**src/rtl/systolic_skew_feeder_if.sv**
```systemverilog
// rtl/systolic_skew_feeder_if.sv - control, operand-buffer and array-edge signals of the skew feeder
// FEEDER_PERF_CNT_EN adds the perf_cycles/perf_jobs counter outputs.
interface systolic_skew_feeder_if #(
  parameter int DataWidth = 8,
  parameter int ArrSize   = 4,
  parameter int KLenWidth = 16
);
  logic                         start;
  logic [KLenWidth-1:0]         k_len;
  logic                         busy;
  logic                         done;
  logic                         rd_en;
  logic [KLenWidth-1:0]         rd_addr;
  logic [ArrSize*DataWidth-1:0] rd_data_a;
  logic [ArrSize*DataWidth-1:0] rd_data_b;
  logic                         pe_clear;
  logic [ArrSize*DataWidth-1:0] x_out;
  logic [ArrSize*DataWidth-1:0] y_out;

`ifdef FEEDER_PERF_CNT_EN
  logic [31:0]                  perf_cycles;
  logic [31:0]                  perf_jobs;

  modport slave (
    input  start, k_len, rd_data_a, rd_data_b,
    output busy, done, rd_en, rd_addr, pe_clear, x_out, y_out,
    output perf_cycles, perf_jobs
  );

  modport master (
    output start, k_len, rd_data_a, rd_data_b,
    input  busy, done, rd_en, rd_addr, pe_clear, x_out, y_out,
    input  perf_cycles, perf_jobs
  );
`else
  modport slave (
    input  start, k_len, rd_data_a, rd_data_b,
    output busy, done, rd_en, rd_addr, pe_clear, x_out, y_out
  );

  modport master (
    output start, k_len, rd_data_a, rd_data_b,
    input  busy, done, rd_en, rd_addr, pe_clear, x_out, y_out
  );
`endif
endinterface

```
**src/rtl/systolic_skew_feeder.sv**
```systemverilog
// rtl/systolic_skew_feeder.sv - skews A/B buffer rows onto the edges of an output-stationary MAC array
// FEEDER_PERF_CNT_EN adds per-job cycle and completed-job counters.
module systolic_skew_feeder #(
  parameter int DataWidth = 8,
  parameter int ArrSize   = 4,
  parameter int KLenWidth = 16
) (
  input  logic                 clk,
  input  logic                 rst_n,
  systolic_skew_feeder_if.slave bus
);

  localparam int FlushLen = 2 * ArrSize;
  localparam int FlushW   = $clog2(FlushLen);
  localparam logic [FlushW-1:0] FlushLast = FlushW'(FlushLen - 1);

  typedef enum logic [2:0] {
    S_IDLE,
    S_CLEAR,
    S_FEED,
    S_FLUSH,
    S_DONE
  } state_t;

  state_t                 r_state;
  state_t                 w_next;
  logic [KLenWidth-1:0]   r_k_len;
  logic [KLenWidth-1:0]   r_addr;
  logic [FlushW-1:0]      r_flush_cnt;
  logic                   r_row_vld;

  logic                   w_accept;
  logic                   w_feed_last;
  logic                   w_flush_last;
  logic                   w_busy;
  logic                   w_done;
  logic                   w_rd_en;
  logic                   w_pe_clear;
  logic [ArrSize*DataWidth-1:0] w_x_out;
  logic [ArrSize*DataWidth-1:0] w_y_out;

  assign w_accept     = (r_state == S_IDLE) && bus.start;
  assign w_feed_last  = (r_addr == (r_k_len - KLenWidth'(1)));
  assign w_flush_last = (r_flush_cnt == FlushLast);

  always_ff @(posedge clk or negedge rst_n) begin
    if (!rst_n) begin
      r_state <= S_IDLE;
    end else begin
      r_state <= w_next;
    end
  end

  always_comb begin
    w_next     = r_state;
    w_busy     = 1'b1;
    w_done     = 1'b0;
    w_rd_en    = 1'b0;
    w_pe_clear = 1'b0;
    case (r_state)
      S_IDLE: begin
        w_busy = 1'b0;
        if (bus.start) w_next = S_CLEAR;
      end
      S_CLEAR: begin
        w_pe_clear = 1'b1;
        w_next     = (r_k_len == '0) ? S_FLUSH : S_FEED;
      end
      S_FEED: begin
        w_rd_en = 1'b1;
        if (w_feed_last) w_next = S_FLUSH;
      end
      S_FLUSH: begin
        if (w_flush_last) w_next = S_DONE;
      end
      S_DONE: begin
        w_done = 1'b1;
        w_next = S_IDLE;
      end
      default: begin
        w_busy = 1'b0;
        w_next = S_IDLE;
      end
    endcase
  end

  // r_addr returns to 0 when FEED ends, so rd_addr reads 0 outside FEED.
  always_ff @(posedge clk or negedge rst_n) begin
    if (!rst_n) begin
      r_k_len     <= '0;
      r_addr      <= '0;
      r_flush_cnt <= '0;
      r_row_vld   <= 1'b0;
    end else begin
      r_row_vld <= w_rd_en;
      if (w_accept) r_k_len <= bus.k_len;
      if (r_state == S_FEED) begin
        r_addr <= w_feed_last ? '0 : r_addr + KLenWidth'(1);
      end
      if (r_state == S_FLUSH) begin
        r_flush_cnt <= w_flush_last ? '0 : r_flush_cnt + FlushW'(1);
      end
    end
  end

  // Stage 0 captures the returned row; lane i then adds i skew stages.
  for (genvar gi = 0; gi < ArrSize; gi++) begin : g_lane
    logic [DataWidth-1:0] r_a_pipe [0:gi];
    logic [DataWidth-1:0] r_b_pipe [0:gi];
    logic [gi:0]          r_vld_pipe;

    always_ff @(posedge clk or negedge rst_n) begin
      if (!rst_n) begin
        for (int s = 0; s <= gi; s++) begin
          r_a_pipe[s] <= '0;
          r_b_pipe[s] <= '0;
        end
        r_vld_pipe <= '0;
      end else begin
        r_a_pipe[0]   <= bus.rd_data_a[gi*DataWidth +: DataWidth];
        r_b_pipe[0]   <= bus.rd_data_b[gi*DataWidth +: DataWidth];
        r_vld_pipe[0] <= r_row_vld;
        for (int s = 1; s <= gi; s++) begin
          r_a_pipe[s]   <= r_a_pipe[s-1];
          r_b_pipe[s]   <= r_b_pipe[s-1];
          r_vld_pipe[s] <= r_vld_pipe[s-1];
        end
      end
    end

    // PEs accumulate every cycle, so an empty slot must present zero.
    assign w_x_out[gi*DataWidth +: DataWidth] = r_vld_pipe[gi] ? r_a_pipe[gi] : '0;
    assign w_y_out[gi*DataWidth +: DataWidth] = r_vld_pipe[gi] ? r_b_pipe[gi] : '0;
  end

  assign bus.busy     = w_busy;
  assign bus.done     = w_done;
  assign bus.rd_en    = w_rd_en;
  assign bus.rd_addr  = r_addr;
  assign bus.pe_clear = w_pe_clear;
  assign bus.x_out    = w_x_out;
  assign bus.y_out    = w_y_out;

`ifdef FEEDER_PERF_CNT_EN
  logic [31:0] r_cyc_cnt;
  logic [31:0] r_perf_cycles;
  logic [31:0] r_perf_jobs;

  // r_cyc_cnt already counts the start cycle, hence the +1 in DONE.
  always_ff @(posedge clk or negedge rst_n) begin
    if (!rst_n) begin
      r_cyc_cnt     <= '0;
      r_perf_cycles <= '0;
      r_perf_jobs   <= '0;
    end else begin
      if (w_accept) begin
        r_cyc_cnt <= 32'd1;
      end else if (r_state != S_IDLE) begin
        r_cyc_cnt <= r_cyc_cnt + 32'd1;
      end
      if (r_state == S_DONE) begin
        r_perf_cycles <= r_cyc_cnt + 32'd1;
        if (r_perf_jobs != '1) r_perf_jobs <= r_perf_jobs + 32'd1;
      end
    end
  end

  assign bus.perf_cycles = r_perf_cycles;
  assign bus.perf_jobs   = r_perf_jobs;
`endif

endmodule

```
**src/flat_wrapper.sv**
```systemverilog
// flat-port wrapper written by rule: the top's interface ports become plain ports
module systolic_skew_feeder_flat 
#(
  parameter int DataWidth = 8,
  parameter int ArrSize   = 4,
  parameter int KLenWidth = 16
)
  (clk, rst_n, bus_start, bus_k_len, bus_rd_data_a, bus_rd_data_b, bus_busy, bus_done, bus_rd_en, bus_rd_addr, bus_pe_clear, bus_x_out, bus_y_out);
  systolic_skew_feeder_if #(.DataWidth(DataWidth), .ArrSize(ArrSize), .KLenWidth(KLenWidth)) bus_i ();
  input  logic clk;
  input  logic rst_n;
  input wire logic [$bits(bus_i.start)-1:0] bus_start;
  input wire logic [$bits(bus_i.k_len)-1:0] bus_k_len;
  input wire logic [$bits(bus_i.rd_data_a)-1:0] bus_rd_data_a;
  input wire logic [$bits(bus_i.rd_data_b)-1:0] bus_rd_data_b;
  output wire logic [$bits(bus_i.busy)-1:0] bus_busy;
  output wire logic [$bits(bus_i.done)-1:0] bus_done;
  output wire logic [$bits(bus_i.rd_en)-1:0] bus_rd_en;
  output wire logic [$bits(bus_i.rd_addr)-1:0] bus_rd_addr;
  output wire logic [$bits(bus_i.pe_clear)-1:0] bus_pe_clear;
  output wire logic [$bits(bus_i.x_out)-1:0] bus_x_out;
  output wire logic [$bits(bus_i.y_out)-1:0] bus_y_out;
  assign bus_i.start = bus_start;
  assign bus_i.k_len = bus_k_len;
  assign bus_i.rd_data_a = bus_rd_data_a;
  assign bus_i.rd_data_b = bus_rd_data_b;
  assign bus_busy = bus_i.busy;
  assign bus_done = bus_i.done;
  assign bus_rd_en = bus_i.rd_en;
  assign bus_rd_addr = bus_i.rd_addr;
  assign bus_pe_clear = bus_i.pe_clear;
  assign bus_x_out = bus_i.x_out;
  assign bus_y_out = bus_i.y_out;
  systolic_skew_feeder #(.DataWidth(DataWidth), .ArrSize(ArrSize), .KLenWidth(KLenWidth)) u_core (.clk(clk), .rst_n(rst_n), .bus(bus_i));
endmodule
```
**config.mk**
```make
export PLATFORM = sky130hd
export DESIGN_NAME = systolic_skew_feeder_flat
export DESIGN_NICKNAME = d
export VERILOG_FILES = /design/src/rtl/systolic_skew_feeder_if.sv /design/src/rtl/systolic_skew_feeder.sv /design/src/flat_wrapper.sv
export SDC_FILE = /design/constraint.sdc
export NUM_CORES = 1
export LEC_CHECK = 0
export BUFFER_PORTS_ARGS = -buffer_cell sky130_fd_sc_hd__clkbuf_2
export CAP_MARGIN = 10
export CORE_MARGIN = 2
export CORE_UTILIZATION = 30
export DETAILED_ROUTE_END_ITERATION = 10
export SYNTH_ARGS = -nofsm -noshare
export SYNTH_HDL_FRONTEND = slang
export SYNTH_SLANG_ARGS = --single-unit
```
**constraint.sdc**
```tcl
create_clock -name clk -period 6.7 [get_ports clk]
set_clock_uncertainty 0.05 [all_clocks]
set_input_delay 0 -clock clk [delete_from_list [all_inputs] [get_ports clk]]
set_output_delay 0 -clock clk [all_outputs]
set_load 0.01 [all_outputs]
```
# Yosys cells after proc, flatten, opt, wreduce, memory -nomap -nowiden
# Index checks and enable logic that the tools add are counted.
# word_totals
inputBits	83
reg_bits	209
elab_cells	65
output_inout_bits	84
# classes
add_sub_neg	3
n_eq_ne	9
muxes	19
reduce_logical	5
# op_table
cell	n
8-bit two-way mux	8
16-bit by 1-bit adder with 16-bit output, second input constant	1
16-bit == test	1
16-bit zero test	1
16-bit two-way mux	1
16-bit by 1-bit subtractor with 16-bit output, second input constant	1
3-bit two-way mux	4
3-bit one-hot mux with 4 select lines	1
3-bit by 2-bit == test with 1-bit output, second input constant	2
3-bit == test, second input constant	2
1-bit two-way mux	5
2-bit by 1-bit inequality test with 1-bit output, second input constant	2
4-bit OR reduction	1
3-bit by 1-bit adder with 3-bit output, second input constant	1
3-bit by 1-bit == test with 1-bit output, second input constant	1
3-bit zero test	1
3-bit AND reduction	1
2-bit inequality test, second input constant	1
1-bit logical AND	1

# Longest topological paths before layout
# depth
word_depth	4
mapped_depth	10
depth_no_buf	9

# Worst setup path after synthesis
# Ideal clock, no wire load.
# synth_path
path_type	reg-to-reg
start	reg u_core.r_k_len[0]
end	reg u_core.r_addr[9] (netlist: u_core.bus.rd_addr[9])
t_required_ns	6.531
stages_incl_launch_ff	11
n_path_buf	1
synth_period_minus_slack_ns	2.338
setup_ns	0.119
arrival_time_ns	2.169
path_slack_ns	4.362
cell_sequence	dfrtp_1 -> inv_1 -> ha_1 -> nor3b_2 -> nand4_1 -> xnor2_1 -> nor4_2 -> o2111ai_2 -> nor3_4 -> buf_6 -> nor2_2
# synth_between
elab_chain_cells	3
# synth_lines
element	line	rtl
start: declaration	systolic_skew_feeder.sv:27	logic [KLenWidth-1:0] r_k_len;
start signal: assignment	systolic_skew_feeder.sv:96	if (w_accept) r_k_len <= bus.k_len;
16-bit by 1-bit subtractor with 16-bit output	systolic_skew_feeder.sv:43	assign w_feed_last = (r_addr == (r_k_len - KLenWidth'(1)));
16-bit == test	systolic_skew_feeder.sv:43	
16-bit two-way mux	systolic_skew_feeder.sv:98	r_addr <= w_feed_last ? '0 : r_addr + KLenWidth'(1);
end signal: assignment	systolic_skew_feeder.sv:98	
end: declaration	systolic_skew_feeder.sv:28	logic [KLenWidth-1:0] r_addr;
# No other way between the ends.
# A chain may end at the register's enable or synchronous reset.

# Final worst setup path
# layout_path
start	reg u_core.r_k_len[0]
end	reg u_core.r_addr[15] (netlist: u_core.bus.rd_addr[15])
# The elaborated chain is that of the path after synthesis.

==> run metrics <==
Critical Path End Type=flop; Synthesis Warnings=0; area delta synth->final=42.1%; crit-path max FO=13; drt via density=4.22; Hold Fails Final Rpt=0; Max Transition Viols Final=0; Total GRT Usage=around an eighth; hold crit path type=primary input to flop; pwr dens=388 mW/mm2; clock power share=a little under two fifths; relative slew slack=33.9%; area leader, netlist=dfrtp_1; CTS Root Cell=clkbuf_16; Seq cells post-synth=203; Final WS setup=3.85 ns; Worst-Margin Slew=roughly 0.99 ns; outcome=finished clean; # diodes=0; Initial DRC Count=just under 200; Logic pwr share=about 20%; critical path type=flop to flop; number of synthesized flops with an enable pin=0; met2 routed WL=slightly below 7000 um; Sw Ratio=between 20% and 30%; Worst Path Arrival=around 3.2 ns; Reg power frac=roughly two fifths; Worst VDD drop=approximately 0.00024 V; Metal-1 WL=slightly above 6000 um; vias after detailed routing=~4.3k; most frequent cells in the layout=dfrtp_1, clkbuf_2, dlygate4sd3_1; DIE HEIGHT=155 um; Placed Cells=900; syn nets=roughly 550; Yosys cell types=between 40 and 50; Initial Util=a little under a third; TritonCTS Buffers=24; WL met3=1040 um; Final Power=between 3 and 4 mW; DRT Pass-1 Iters=4; Std-Cell Rows=55; htree depth=1; P_int=2.69 mW; Top Ports=approximately 170; largest cells by area after synthesis=dfrtp_1, and2_1, mux2_2; share of cells above drive strength 1=between 30% and 40%; cell area after synthesis=about 0.0068 mm2; Final Setup Violations=0; count of input and output buffers=approximately 170; largest net degree at the start of global routing=between 100 and 150; DRT antenna net count=0; Bufs on Longest Clock Path=3; Core Box Area=around 0.022 mm2; DP Worst Slack=between 3 and 4 ns; post-DP HPWL=roughly 9400 um; nets@finish=810; Die ar.=around 0.024 mm2; first-pass GRT wire length=approximately 23,000 um; fin cells=around 1.0k; highest routed layer=met4; drt total wl=between 10,000 and 15,000 um; filler cell count=approximately 2.1k; Avg Inst Size Synth=14.8 um2; Multi-input gate area=approximately 0.0017 mm2; Die Wd=between 150 and 200 um; antenna violations before repair=0; most common cell after layout, fill and taps aside=dfrtp_1; Synth top area share=about three quarters; final core area utilization=between 40 and 50%; clock-pin slew on the worst setup and hold paths=about 0.06 ns; f_max=0.351 GHz; Syn Inst Count=460; FFs w/ async S/R, synth=100%; max incr delay on CP=roughly 0.65 ns; # clock sinks=203; Net Sw Power=1.07 mW; flip-flop and latch area=0.00508 mm2; sequential element share of the synthesized area=around three quarters; Top FF cell, synth=dfrtp_1; RSZ-0062 raised after global routing=false; crit path from=u_core.r_k_len[0]$_DFFE_PN0P_; hold_sp=bus_rd_data_a[9]; CTS tree=yes; CTS-repair resized insts=0; Setup TNS=0 ns; Final period util=about 42%; vias in the first global route=around 4.5k; CP cell instances=inv_1 > ha_1 > nor3b_2 > nand4_1 > xnor2_1 > nor4_2 > o2111ai_2 > nor3_4 > nor2_1; crit start category=flop; WL/cell=around 14 um; slowest stage cell, crit path=nor3_4; Reg-to-Reg Start=u_core.r_k_len[0]$_DFFE_PN0P_; number of max-cap violations=0; # DRC=0; grt total ovfl=0; Pleak=4.54 nW; minimum clock period=~2.8 ns; latest clock arrival within the worst-skew pair=0.51 ns; routability cong.=just under 0.8; CP required=about 7 ns
metal layers:
metal	vias to the layer above	global-route usage [%]
met5	-	0
met4	0	3.84
met1	2091	15.5
met3	24	3.25
met2	166	20.0
li1	2040	-
final cells by class:
class / instances / area share [%]
clock buffer: 32 / 6.93
clock inverter: 10 / 2.33
inverter: 6 / 0.233
multi-input combinational: 238 / 17.1
sequential: 203 / 52.5
tap: 285 / 3.68
timing repair buffer: 250 / 17.3
cell usage after synthesis (all sizes together) (5+ instances only):
library cell,count
and3,10
nand3b,6
mux2,15
clkbuf,11
a21oi,6
nor4,5
xnor2,16
nor3,10
inv,6
and2,67
dfrtp,203
nand4,5
xor2,16
nand2,18
o21ai,11
nor2,24
final timing paths:
check / depth (start not counted) / endpoint / slack, ns
max reg2reg: 9 / u_core.bus.rd_addr[15]$_DFFE_PN0P_ / 3.85
min reg2reg: 0 / u_core.g_lane[2].r_a_pipe[13]$_DFF_PN0_ / 0.29
max: 9 / u_core.bus.rd_addr[15]$_DFFE_PN0P_ / 3.85
min in group asynchronous: 2 / u_core.g_lane[3].r_a_pipe[3]$_DFF_PN0_ / 0.16
min: 2 / u_core.g_lane[1].r_a_pipe[9]$_DFF_PN0_ / 0.08
max in group asynchronous: 3 / u_core.g_lane[3].r_b_pipe[26]$_DFF_PN0_ / 4.94
per-stage QoR:
stage               cell area, um2  hold slack, ns
floorplan                     6810          -0.346
global placement              7970          0.0586
detailed placement            7970          0.0596
CTS                           9680          0.0506
global route                  9680          0.0616
finish                        9680          0.0755
worst max-delay path: cells and delay by family, from the launching register on:
family	cells	cell delay, ns
adders and majority gates	1	0.18
xor gates and xnor gates	1	0.17
buffers and inverters	1	0.12
DFF	1	0.43
and+or+nand+nor	5	1.51
AOI/OAI and AO/OA	1	0.24
cells by family after synthesis:
| group | after synthesis | synth area share [%] |
|---|---|---|
| buffers and inverters | 19 | 1.27 |
| XOR/XNOR | 32 | 4.11 |
| flip-flops | 203 | 74.6 |
| AND/OR/NAND/NOR | 156 | 13.8 |
| AO/OA/AOI/OAI | 29 | 2.70 |
| multiplexers | 17 | 2.77 |
| adder cells (fa/ha/maj) | 4 | 0.735 |
sequential cells by signal, indices dropped and copies added (netlist names):
signal                    cells
u_core.r_state                3
u_core.r_row_vld              1
u_core.g_lane.r_vld_pipe      4
u_core.r_flush_cnt            3
u_core.r_k_len               16
u_core.bus.rd_addr           16
u_core.g_lane.r_b_pipe       80
u_core.g_lane.r_a_pipe       80
timing repair:
action,in CTS,in global routing
endpoints found under the hold margin,208,0
hold buffers,82,0
setup buffers,0,0
power groups by stage:
stage               Clock, mW  Combinational [mW]  Sequential (mW)
detailed placement          0               0.724             1.60
global route             1.53               0.843             1.61
CTS                      1.47               0.768             1.58
global placement            0               0.719             1.59
floorplan                   0               0.505             1.51
finish                   1.43               0.759             1.57
Note: power is estimated with default switching activity, not from simulation.
